File: config.mk
export PLATFORM = sky130hd
export DESIGN_NAME = midi_msg_parser
export DESIGN_NICKNAME = d
export VERILOG_FILES = /design/src/rtl/midi_msg_parser.sv
export SDC_FILE = /design/constraint.sdc
export NUM_CORES = 1
export LEC_CHECK = 0
export ABC_AREA = 1
export BUFFER_PORTS_ARGS = -buffer_cell sky130_fd_sc_hd__buf_2
export CAP_MARGIN = 20
export CORE_ASPECT_RATIO = 0.8
export CORE_UTILIZATION = 55
export CTS_BUF_LIST = sky130_fd_sc_hd__clkbuf_16
export CTS_CLUSTER_DIAMETER = 150
export DETAILED_ROUTE_END_ITERATION = 7
export PLACE_DENSITY = 0.83
export SETUP_SLACK_MARGIN = 0.2
export SLEW_MARGIN = 20
export SYNTH_ARGS = -nofsm -noshare
export SYNTH_HDL_FRONTEND = slang
export SYNTH_SLANG_ARGS = --single-unit
File: constraint.sdc
create_clock -name clk -period 1.8 [get_ports clk]
set_input_delay 0.09 -clock clk [delete_from_list [all_inputs] [get_ports clk]]
set_output_delay 0.09 -clock clk [all_outputs]
set_load 0.02 [all_outputs]
File: src/rtl/midi_msg_parser.sv
`default_nettype none
// ============================================================================
// Module   : midi_msg_parser
// Brief    : MIDI byte-stream parser with running status, SysEx skipping,
//            realtime pass-through and a single-entry ready/valid output.
// Revision : 1.0 - initial release
// ============================================================================
module midi_msg_parser #(
    parameter int OMNI    = 1,
    parameter int CHANNEL = 0
) (
    input  logic       clk,
    input  logic       rst,
    input  logic [7:0] byte_in,
    input  logic       byte_valid,
    input  logic       frame_err,
    output logic       msg_valid,
    input  logic       msg_ready,
    output logic [2:0] msg_type,
    output logic [3:0] channel,
    output logic [6:0] data1,
    output logic [6:0] data2,
    output logic       overflow,
    output logic [7:0] err_cnt
);

    localparam logic [3:0] c_chan = CHANNEL[3:0];

    typedef enum logic [1:0] {
        IDLE    = 2'd0,
        WAIT_D1 = 2'd1,
        WAIT_D2 = 2'd2,
        SYSEX   = 2'd3
    } state_t;

    state_t     r_state;
    logic [7:0] r_status;
    logic       r_rs_valid;
    logic [6:0] r_d1;
    logic       r_msg_valid;
    logic [2:0] r_type;
    logic [3:0] r_chan;
    logic [6:0] r_data1;
    logic [6:0] r_data2;
    logic       r_overflow;
    logic [7:0] r_err_cnt;

    logic       w_good;
    logic       w_is_rt;
    logic       w_is_status;
    logic       w_is_data;
    logic       w_first;
    logic       w_need_one;
    logic       w_complete;
    logic       w_pass;
    logic       w_emit;
    logic [2:0] w_type;
    logic [3:0] w_chan;
    logic [6:0] w_data1;
    logic [6:0] w_data2;

    assign w_good      = byte_valid && !frame_err;
    assign w_is_rt     = (byte_in >= 8'hF8);
    assign w_is_status = byte_in[7] && (byte_in < 8'hF0);
    assign w_is_data   = !byte_in[7];
    // A data byte is a first data byte in WAIT_D1, or in IDLE under running status
    assign w_first     = (r_state == WAIT_D1) || ((r_state == IDLE) && r_rs_valid);
    assign w_need_one  = (r_status[7:5] == 3'b110);
    assign w_complete  = w_good && w_is_data &&
                         ((w_first && w_need_one) || (r_state == WAIT_D2));
    assign w_pass      = (OMNI != 0) || (r_status[3:0] == c_chan);
    assign w_emit      = (w_good && w_is_rt) || (w_complete && w_pass);

    always_comb begin
        w_type  = r_status[6:4];
        w_chan  = r_status[3:0];
        w_data1 = r_d1;
        w_data2 = byte_in[6:0];
        if (w_is_rt) begin
            w_type  = 3'd7;
            w_chan  = 4'd0;
            w_data1 = byte_in[6:0];
            w_data2 = 7'd0;
        end else if (w_first && w_need_one) begin
            w_data1 = byte_in[6:0];
            w_data2 = 7'd0;
        end else if ((r_status[7:4] == 4'h9) && (byte_in[6:0] == 7'd0)) begin
            // Note-on with zero velocity is reported as note-off
            w_type = 3'd0;
        end
    end

    always_ff @(posedge clk) begin
        if (rst) begin
            r_state     <= IDLE;
            r_status    <= 8'd0;
            r_rs_valid  <= 1'b0;
            r_d1        <= 7'd0;
            r_msg_valid <= 1'b0;
            r_type      <= 3'd0;
            r_chan      <= 4'd0;
            r_data1     <= 7'd0;
            r_data2     <= 7'd0;
            r_overflow  <= 1'b0;
            r_err_cnt   <= 8'd0;
        end else begin
            if (byte_valid) begin
                if (frame_err) begin
                    r_state    <= IDLE;
                    r_rs_valid <= 1'b0;
                    if (r_err_cnt != 8'hFF) begin
                        r_err_cnt <= r_err_cnt + 8'd1;
                    end
                end else if (w_is_rt) begin
                    r_state <= r_state;
                end else if (w_is_status) begin
                    r_status   <= byte_in;
                    r_rs_valid <= 1'b1;
                    r_state    <= WAIT_D1;
                end else if (byte_in == 8'hF0) begin
                    r_rs_valid <= 1'b0;
                    r_state    <= SYSEX;
                end else if (byte_in[7]) begin
                    r_rs_valid <= 1'b0;
                    r_state    <= IDLE;
                end else begin
                    case (r_state)
                        IDLE, WAIT_D1: begin
                            if (w_first) begin
                                r_d1    <= byte_in[6:0];
                                r_state <= w_need_one ? WAIT_D1 : WAIT_D2;
                            end
                        end
                        WAIT_D2: r_state <= WAIT_D1;
                        default: r_state <= r_state;
                    endcase
                end
            end

            // A held, unaccepted message wins; a new completion is lost
            if (r_msg_valid && !msg_ready) begin
                if (w_emit) begin
                    r_overflow <= 1'b1;
                end
            end else if (w_emit) begin
                r_msg_valid <= 1'b1;
                r_type      <= w_type;
                r_chan      <= w_chan;
                r_data1     <= w_data1;
                r_data2     <= w_data2;
            end else begin
                r_msg_valid <= 1'b0;
            end
        end
    end

    assign msg_valid = r_msg_valid;
    assign msg_type  = r_type;
    assign channel   = r_chan;
    assign data1     = r_data1;
    assign data2     = r_data2;
    assign overflow  = r_overflow;
    assign err_cnt   = r_err_cnt;

endmodule
`default_nettype wire
==> metrics.txt <==
status=complete, no violations; layout cells sized above 1=approximately 17%; Worst path top cell family by delay=buffers and inverters; crit-path max FO=9; die area=about 4500 sq um; # hold bufs at CTS=0; Rows=20; met1 Resource Use GR=between 30 and 40%; WL final=roughly 5200 um; max incr delay on CP=0.35 ns; vias in the first global route=roughly 2,000; maximum vdd drop=671 uV; Post-Syn Area=between 2000 and 2500 sq um; first-pass GRT wire length=about 8500 um; Mapped Cells=350; crit path DAT=approximately 1.7 ns; I/O Buffers=43; post-synthesis sequential area ratio=between 40% and 50%; CTS tree=yes; HP Start=rst; met3 Use GR=between 4 and 5%; DP Wirelength=3630 um; crit end category=flip-flop; Pint=between 0.0015 and 0.002 W; Async SR Flop Fraction=0%; switching pwr=0.000511 W; register area=between 900 and 1000 sq um; slowest CP cell=clkinv_1; met2 usage=between 30% and 40%; pwr/cell area=just under 800 nW/um^2; dominant cells by area after synthesis=dfxtp_1 42%, nand2_1 14%, nor2_1 9.4%; area leader, netlist=dfxtp_1; Lkg Pwr=1.42 nW; f_max=between 0.6 and 0.7 GHz; Reg2Reg Setup Slack=0.30 ns; Clk Latency, worst-skew pair=roughly 0.28 ns; largest net degree at the start of global routing=28; Bufs and invs on worst path=3; initial core utilization=59.1%; root buf cell=clkbuf_16; synth cell count leaders=87 x nand2_1, 58 x nor2_1, 49 x dfxtp_1; # diodes=0; final core utilization=a little over two thirds; Clock power frac=39.5%; Total Neg Setup Slack=0 ns; drt wl/cell=between 10 and 15 um; sequential power share=approximately half; Period minus WS final=between 1 and 1.5 ns; Crit Path Category=reg2reg; Nets=roughly 410; P&R area growth vs syn=18.7%; Total GRT Usage=between 20% and 30%; CP Cell Sequence=inv_1, nor2_1, clkinv_1, buf_4, a21oi_1, nor2_1; core footprint=around 4000 sq um; Final Cycle Share=83.2%; R2R Path End=data2[4]; synthesis warning total=0; GPL Wtd Cong=between 0.8 and 0.9; max_slew headroom=between 70% and 80%; Worst Hold Endpoint=r_state[1]; Comb pwr share=9.0%; Top Ports=44; Most Used Layer, Global Route=met2; share of the synthesized area in the top cell type=between 40% and 50%; gr ovfl total=0; Max Slew Vio Count=0; final hold violations=0; #FFs+latches synth=a little under 50; Fillers=between 300 and 400; WP data required=1.97 ns; Final Setup Violations=0; die width=between 70 and 80 um; height of the die=60.1 um; Multi-input gate area=approximately 1200 sq um; Distinct cells, synth=25; r2r worst-path depth=6; Worst Max-Slew Pin Slew=0.349 ns; skew final=between 0.004 and 0.005 ns; net switching fraction of the power=23.3%; initial antenna violation count=0; Worst setup SP type=flip-flop; # DRC=0; Hold Path Depth=2; CTS Buf Count=5; Post-DP Area=about 2600 sq um; H-tree depth=2; Post-Syn Nets=between 300 and 400; Synth Flop Type=dfxtp_1; Clock Path Buffers=2; DR pass1 iterations=5; vias per std cell=5.04; cell area after layout=~2800 sq um; most common cell in the netlist=nand2_1; max-cap violation count=0; Syn Area/Cell=between 6 and 7 sq um; ANT nets after route=0; worst min path class=in2reg; R2R Path Start=msg_valid; Clock Sinks=between 40 and 50; number of synthesized flops with an enable pin=0; Tot Pwr=0.00219 W; Worst-path clk slew=0.06 ns; Vias=about 2,300; RSZ-0062 raised after global routing=no; Starting DRT DRC Count=201; most used cell, CP=nor2_1
power groups by stage:
stage               Sequential, W  Clock [W]  Combinational (W)
floorplan                 0.00116          0           0.000115
global placement          0.00115          0           0.000188
detailed placement        0.00115          0           0.000190
CTS                       0.00113   0.000882           0.000192
global route              0.00113   0.000929           0.000221
finish                    0.00113   0.000864           0.000196
cells in the final DEF, fill, tap and decap left out:
| cell | synthesis | layout |
|---|---|---|
| nor2_2 | 1 | 1 |
| inv_1 | 35 | 38 |
| o21ai_1 | 0 | 1 |
| nand2_4 | 3 | 3 |
| buf_4 | 2 | 7 |
| nand3b_1 | 2 | 2 |
| dfxtp_2 | 0 | 1 |
| nor2_1 | 58 | 58 |
| clkinv_2 | 1 | 1 |
| nand3_1 | 37 | 36 |
| nor3_1 | 1 | 1 |
| nand4_1 | 1 | 1 |
| nand2_1 | 87 | 87 |
| inv_2 | 1 | 1 |
| nand2_8 | 1 | 2 |
| dfxtp_1 | 49 | 48 |
| nor2_4 | 1 | 1 |
| clkinv_1 | 1 | 1 |
| a21oi_1 | 35 | 35 |
| buf_2 | 2 | 43 |
| xnor2_1 | 1 | 1 |
| nand2_2 | 1 | 1 |
| and3_1 | 1 | 1 |
| nand3_2 | 0 | 1 |
| o21ai_0 | 19 | 18 |
| ha_2 | 0 | 1 |
| clkbuf_16 | 0 | 5 |
per-layer routing:
metal	vias to the layer above	routed length, um
li1	1196	-
met1	993	2660
met2	78	2200
met3	4	321
met4	0	29
met5	-	0
area by class of cell:
| type | instances | area share (%) |
|---|---|---|
| multi-input combinational | 251 | 42.0 |
| tap | 55 | 2.50 |
| clock buffer | 5 | 4.54 |
| inverter | 38 | 5.22 |
| clock inverter | 3 | 0.408 |
| timing repair buffer | 50 | 9.71 |
| sequential | 49 | 35.6 |
registers in the layout (all words and copies together) (netlist names):
signal,cells
r_state,2
r_rs_valid,1
r_status,8
channel,4
overflow,1
data1,7
msg_type,3
msg_valid,1
r_d1,7
err_cnt,8
data2,7
logic make-up (layout without fill, tap and decap cells):
family                     count (synthesis)  count (layout)  synth area share (%)
AOI/OAI and AO/OA                         54              54                  11.6
DFF                                       49              49                  42.2
and+or+nand+nor                          194             195                  36.2
adders and majority gates                  1               1                 0.539
xor gates and xnor gates                   1               1                 0.377
buffers and inverters                     51              96                  9.05
how the worst max path moves through the flow:
stage                     startpoint          to  slack (ns)  cells past startpoint
after floorplan           err_cnt[0]  err_cnt[7]        0.28                      8
after global placement    r_rs_valid    data1[6]        0.32                      8
after detailed placement  r_rs_valid    data1[6]        0.30                      8
after CTS                 r_rs_valid    data1[6]        0.29                      8
after global routing       msg_valid    data2[1]        0.18                      7
final                      msg_valid    data2[4]        0.30                      6
stage by stage:
stage / setup WS (ns) / std cells / hold WS (ns)
6_report: 0.303 / 451 / 0.0806
2_1_floorplan: 0.276 / 350 / 0.159
3_5_place_dp: 0.303 / 442 / 0.371
4_1_cts: 0.292 / 450 / 0.0752
5_1_grt: 0.178 / 451 / 0.0859
3_3_place_gp: 0.319 / 442 / 0.365
what timing repair did:
| item | 4_1_cts | 5_1_grt |
|---|---|---|
| buffers inserted | 0 | 0 |
| gates resized for setup | 0 | 5 |
| setup endpoints to repair | 0 | 15 |
No activity file was read; power rests on OpenSTA's default activity.
